--- src/rtl/mem_stage.sv ---
// mem_stage: memory-access pipeline stage between EX and WB.
// Aligns and extends load data; holds the read word across stalls.
module mem_stage #(
   parameter int EX_TO_MEM_WD = 150,
   parameter int MEM_TO_WB_WD = 136,
   parameter int MEM_TO_RF_WD = 38,
   parameter int STALL_WD     = 6
) (
   input  logic                    clk,
   input  logic                    resetn,
   input  logic [STALL_WD-1:0]     stall,
   input  logic [EX_TO_MEM_WD-1:0] ex_to_mem_bus,
   input  logic [31:0]             data_sram_rdata,
   output logic [MEM_TO_WB_WD-1:0] mem_to_wb_bus,
   output logic [MEM_TO_RF_WD-1:0] mem_to_rf_bus,
   output logic [65:0]             mem_hilo_bus
);

   logic [EX_TO_MEM_WD-1:0] r_q, r_d;
   logic                    fresh_q, fresh_d;
   logic [31:0]             rbuf_q, rbuf_d;

   logic [65:0] hilo;
   logic [7:0]  mem_op;
   logic [31:0] pc;
   logic        ram_en;
   logic [3:0]  ram_wen;
   logic        sel_rf_res;
   logic        rf_we;
   logic [4:0]  rf_waddr;
   logic [31:0] ex_result;

   assign {hilo, mem_op, pc, ram_en, ram_wen,
           sel_rf_res, rf_we, rf_waddr, ex_result} = r_q;

   logic unused_ok;
   assign unused_ok = &{1'b0, ram_en, ram_wen,
                        stall[5], stall[2:0]};

   // Next state: load, bubble or hold; rbuf keeps the first-cycle word
   always_comb begin
      r_d     = r_q;
      fresh_d = 1'b0;
      rbuf_d  = rbuf_q;
      if (fresh_q) rbuf_d = data_sram_rdata;
      if (!stall[3]) begin
         r_d     = ex_to_mem_bus;
         fresh_d = 1'b1;
      end else if (!stall[4]) begin
         r_d = '0;
      end
   end

   // Stage registers with asynchronous clear
   always_ff @(posedge clk or negedge resetn) begin
      if (!resetn) begin
         r_q     <= '0;
         fresh_q <= 1'b0;
         rbuf_q  <= '0;
      end else begin
         r_q     <= r_d;
         fresh_q <= fresh_d;
         rbuf_q  <= rbuf_d;
      end
   end

   logic [31:0] rdata;
   logic [1:0]  a;
   logic [31:0] shifted;
   logic [7:0]  byte_v;
   logic [15:0] half_v;
   logic [31:0] load_data;
   logic [31:0] rf_wdata;

   assign rdata   = fresh_q ? data_sram_rdata : rbuf_q;
   assign a       = ex_result[1:0];
   assign shifted = rdata >> {a, 3'b000};
   assign byte_v  = shifted[7:0];

   // Misaligned halfword falls back to the low half
   always_comb begin
      half_v = rdata[15:0];
      if (!a[0] && a[1]) half_v = rdata[31:16];
   end

   // Load extension, first set load bit wins
   always_comb begin
      load_data = '0;
      if (mem_op[7])
         load_data = {{24{byte_v[7]}}, byte_v};
      else if (mem_op[6])
         load_data = {24'b0, byte_v};
      else if (mem_op[5])
         load_data = {{16{half_v[15]}}, half_v};
      else if (mem_op[4])
         load_data = {16'b0, half_v};
      else if (mem_op[3])
         load_data = rdata;
   end

   // Write-back data select
   always_comb begin
      rf_wdata = ex_result;
      if (sel_rf_res) rf_wdata = load_data;
   end

   assign mem_to_rf_bus = {rf_we, rf_waddr, rf_wdata};
   assign mem_to_wb_bus = {hilo, pc, rf_we, rf_waddr, rf_wdata};
   assign mem_hilo_bus  = hilo;

endmodule

--- config.mk ---
export PLATFORM = sky130hd
export DESIGN_NAME = mem_stage
export DESIGN_NICKNAME = d
export VERILOG_FILES = /design/src/rtl/mem_stage.sv
export SDC_FILE = /design/constraint.sdc
export NUM_CORES = 1
export LEC_CHECK = 0
export BUFFER_PORTS_ARGS = -buffer_cell sky130_fd_sc_hd__buf_2
export CORE_AREA = 4 4 167 169
export DETAILED_ROUTE_END_ITERATION = 10
export DIE_AREA = 0 0 171 173
export GPL_TIMING_DRIVEN = 0
export PLACE_DENSITY = 0.74
export SLEW_MARGIN = 20
export SYNTH_ARGS = -nofsm -noshare
export SYNTH_HDL_FRONTEND = slang
export SYNTH_SLANG_ARGS = --single-unit
--- constraint.sdc ---
create_clock -name clk -period 2.5 [get_ports clk]
set_input_delay 0.125 -clock clk [delete_from_list [all_inputs] [get_ports clk]]
set_output_delay 0.125 -clock clk [all_outputs]
set_load 0.05 [all_outputs]
=== After elaboration in Yosys (flattened, before gate mapping) ===
Cells that the tools add are included.

* Flip-flop bits (word level): 183
* Input port bits: 190
* Output and inout port bits: 240
* Logic and storage cells: 18

* Equal/unequal tests: 1
* Shift operators: 1
* Muxes and demuxes: 11
* Reduce and logical (&&, ||, !) cells: 2

{| class="wikitable"
|+ Operator list
! operator !! number
|-
| $mux 150 || 2
|-
| $mux 32 || 7
|-
| $shr 32x5->8 || 1
|-
| $mux 16 || 1
|-
| $ne 2x2->1 const B || 1
|-
| $logic_and 1x1->1 || 1
|-
| $logic_not 1->1 || 1
|-
| $mux 1 || 1
|}

=== Longest topological paths before layout ===
* Depth in word-level cells: 8
* Mapped depth: 8
* Mapped depth without buffers: 4

=== Least setup slack after synthesis ===
No wires, ideal clock.

* Path type: reg2out
* Start: register r_q[80]
* End: output mem_to_wb_bus[20]
* Arrival time: 2.760 ns
* Required time: 2.375 ns
* Path slack: -0.385 ns
* Stages on the path, launching flop included: 8
* Path buffers: 3
* Cells stage by stage: dfrtp_1 nor3b_1 and2_1 clkbuf_1 buf_2 nand2_1 a21oi_1 buf_4

* Cells in the longest elaborated chain, start to end: 5

{| class="wikitable"
|+ Ends and longest elaborated chain
! what !! line !! RTL
|-
| start: declaration || 19 || <nowiki>logic [EX_TO_MEM_WD-1:0] r_q, r_d;</nowiki>
|-
| start signal: assignment || 61 || <nowiki>r_q <= r_d;</nowiki>
|-
| $mux 32 || 95 || <nowiki>else if (mem_op[4])</nowiki>
|-
| $mux 32 || 93 || <nowiki>else if (mem_op[5])</nowiki>
|-
| $mux 32 || 91 || <nowiki>else if (mem_op[6])</nowiki>
|-
| $mux 32 || 89 || <nowiki>if (mem_op[7])</nowiki>
|-
| $mux 32 || 104 || <nowiki>if (sel_rf_res) rf_wdata = load_data;</nowiki>
|-
| end: declaration || 14 || <nowiki>output logic [MEM_TO_WB_WD-1:0] mem_to_wb_bus,</nowiki>
|}

No other way between the ends.

=== Worst setup path after layout ===
* Start: register fresh_q
* End: output mem_to_wb_bus[9]

* Cells in the longest elaborated chain, start to end: 7
* Elaborated cells between the ends (all ways): 9
* Classes of those cells: shift (1); mux (8)

{| class="wikitable"
|+ Ends and longest elaborated chain
! what !! line !! RTL
|-
| start: declaration || 20 || <nowiki>logic fresh_q, fresh_d;</nowiki>
|-
| start signal: assignment || 62 || <nowiki>fresh_q <= fresh_d;</nowiki>
|-
| $mux 32 * || 75 || <nowiki>assign rdata = fresh_q ? data_sram_rdata : rbuf_q;</nowiki>
|-
| parallel branches: the longest is 4 deep, another holds $shr 32x5->8 || - ||
|-
| $mux 32 * || 89 ||
|-
| $mux 32 * || 104 ||
|}

Mark *: on every way between the ends.

==> reports/summary.md <==
### Detailed routing
- DRC violations left: 0
- Pre-Repair DR Iteration Count: 5
- Routed WL per cell: 19.12 um
- DR vias/cell: 4.928
- Vias: 9,014
- final routed wirelength across all metal layers: 34,980 um
- initial detailed-routing violation count: 720
- number of routed nets with antenna violations: 0

### Global routing
- remaining global-route overflow: 0
- overall fraction of global-route tracks in use: 22.73%
- first-pass GRT wire length: 52,860 um
- maximum number of pins on one net before global-route repair: 81
- vias in the first global route: 9,572
- antenna violations before repair: 0

### Timing
- final hold viol count: 0
- worst-margin pin slew: 680.6 ps
- upper clock frequency limit: 353.7 MHz
- final period utilization: 113.1%
- crit path time final: 2827 ps
- Worst Slack Setup Final: -327.2 ps
- Slew Limit Headroom: 54.63%
- setup repair after global routing missed its margin: true
- final slew viol count: 0
- Setup Viol. Count Final: 61
- Fin Clk Skew: 17.82 ps

### Logic synthesis
- summed instance area of the synthesized netlist: 0.009066 sq mm
- share of flip-flops with an asynchronous set or reset: 100.0%
- Post-Syn Nets: 1,040
- proportion of synthesized chip area in sequential cells: 48.30%
- Unique masters post-synth: 34
- prevailing post-synth register cell: dfrtp_1
- Mapped Cells: 850
- syn avg cell area: 10.67 sq um
- #FFs+latches synth: 175
- EDFF count, synth: 0
- count of warnings emitted by yosys: 0

### Setup path
- required arrival time at the worst endpoint: 2380 ps
- critical path fanouts, max: 5
- endpoint type of the worst setup path: output port
- WP data arrival: 2700 ps
- Reg2Reg Setup Slack: 870 ps
- type of the worst setup path: reg2out
- crit start category: register

### Finish
- fraction of final layout cells with drive strength greater than 1: 52.28%
- Antenna Diode Count: 0
- leading cell type in the layout, fill and taps excluded: buf_2
- final cell count without fillers: 1,829
- synth-to-layout area growth: 67.42%
- final instance area: 0.01518 sq mm
- top library cells by usage in the layout, fill and taps aside: buf_2 (353), buf_4 (210), dfrtp_1 (173), dlygate4sd3_1 (163), a22o_1 (107)
- NumNets Final: 1,665

### Pwr
- areal power density over the cells: 644.0 mW/mm^2
- leakage power: 7.740 nW
- Worst VDD drop: 0.0003488 V

### Clock network
- number of CTS-inserted buffers: 17
- H-tree Lvls: 4
- maximum count of clock buffers along a single path: 2
- root cell of the clock tree: clkbuf_16
- number of sinks handled by clock tree synthesis: 175
- clk_lat worst skew: 430 ps
- clock transition at the registers of the reported paths: 70 ps
- CTS tree: built

### Placed design
- total cell area at the placement stage: 0.01178 sq mm
- GPL Wtd Cong: 0.9405
- number of buffers added on ports: 416
- worst slack at placement: -457.3 ps
- total half-perimeter wirelength after legalization and detailed placement: 23,660 um
- Placed Cells incl. Taps: 1,609

### Floorplan
- I/O pins: 430
- number of standard-cell rows in the floorplan: 60
- area of the placeable core: 0.02658 sq mm
- die height: 173 um
- die area: 0.02958 sq mm
- initial core utilization: 34.11%
- Die Span X: 171 um

### Outcome
- status: finished, violations left
- violations in the final reports: setup timing

### Worst hold path
- Worst Hold Class: in2reg

### Job
- Max Cap Viol: 0

## sequential cells by signal (all words and copies together), names as in the netlist
name	count
rbuf_q	32
r_q	142
fresh_q	1
## worst max-delay path: stages, from the launching register on
cell       delay, ps
dfrtp_2          460
buf_4            160
buf_6            120
clkbuf_16        150
buf_4            140
mux2_4           290
or3_1            330
o211ai_1         140
a31oi_2          150
buf_4            200
buf_6            140
## cells by family after synthesis
group	Yosys count	share of synthesized area (%)
AND/OR/NAND/NOR	112	5.700
flip-flops	175	48.30
buffers and inverters	304	21.36
AO/OA/AOI/OAI	208	17.32
multiplexers	51	7.314
## synth_stat cells, types with 2 or more instances
master	n	share of area, %
a32oi_1	6	0.58
nand2_1	20	0.83
a21oi_1	23	1.3
a211o_1	6	0.58
clkbuf_1	42	1.7
o211ai_1	9	0.75
mux4_2	9	2.2
and2_1	3	0.21
o21ai_0	37	2.0
buf_2	6	0.33
a31oi_1	11	0.76
mux2i_1	10	1.1
inv_1	38	1.6
a22o_1	107	10
buf_4	208	17
a211oi_1	5	0.41
buf_1	6	0.25
nand3_1	42	2.3
mux2_2	32	4.0
clkinv_1	2	0.083
or2_2	2	0.14
dfrtp_1	175	48
or3_1	8	0.55
nor2_1	33	1.4
## power breakdown
part           total [mW]  switching [mW]  internal, mW
clock network        2.86            1.23          1.63
registers            3.23           0.177          3.05
logic                3.69            2.21          1.48
total                9.77            3.62          6.16
## routing by layer
layer | global-route usage (%) | wire length (um)
met2 | 39.79 | 17660
met1 | 26.19 | 12820
met4 | 10.86 | 1888
met5 | 0 | 0
met3 | 4.870 | 2608
## layout make-up
class | instances | area [sq um]
clock inverters | 13 | 175.2
plain buffers | 260 | 1914
flip-flops and latches | 175 | 4382
inverters | 41 | 157.7
well taps | 341 | 426.7
multi-input cells | 371 | 3107
clock buffers | 19 | 442.9
fillers | 2115 | 11400
repair buffers | 609 | 4573
## per-stage QoR
| stage | setup TNS, ps | hold WS, ps | utilization, % | power (mW) |
|---|---|---|---|---|
| final | -13130 | 26.77 | 57.11 | 9.774 |
| after global routing | -17930 | 18.31 | 57.11 | 10.14 |
| after CTS | -17460 | 4.489 | 56.76 | 9.730 |
| after detailed placement | -14610 | -36.90 | 44.33 | 6.251 |
| after global placement | -273740 | 351.4 | 44.09 | 6.206 |
| after floorplan | -2124 | -170.6 | - | 5.472 |
## repair_timing
item,in CTS,in global routing
gates cloned,4,0
gates resized for setup,219,33
hold buffers,163,0
buffers inserted,22,4
pin swaps,19,12
hold endpoints to repair,259,0
setup endpoints to repair,64,64
## final timing paths
| path | start | end | cells past startpoint |
|---|---|---|---|
| setup / recovery | fresh_q$_DFF_PN0_ | mem_to_wb_bus[9] | 10 |
| hold / removal | ex_to_mem_bus[1] | r_q[1]$_DFFE_PN0P_ | 3 |
| setup reg to reg | fresh_q$_DFF_PN0_ | rbuf_q[17]$_DFF_PN0_ | 5 |
| hold reg to reg | r_q[53]$_DFFE_PN0P_ | r_q[53]$_DFFE_PN0P_ | 1 |
| max in group asynchronous | resetn | r_q[131]$_DFFE_PN0P_ | 4 |
| min in group asynchronous | resetn | rbuf_q[2]$_DFF_PN0_ | 2 |
Note: power is estimated with default switching activity, not from simulation.
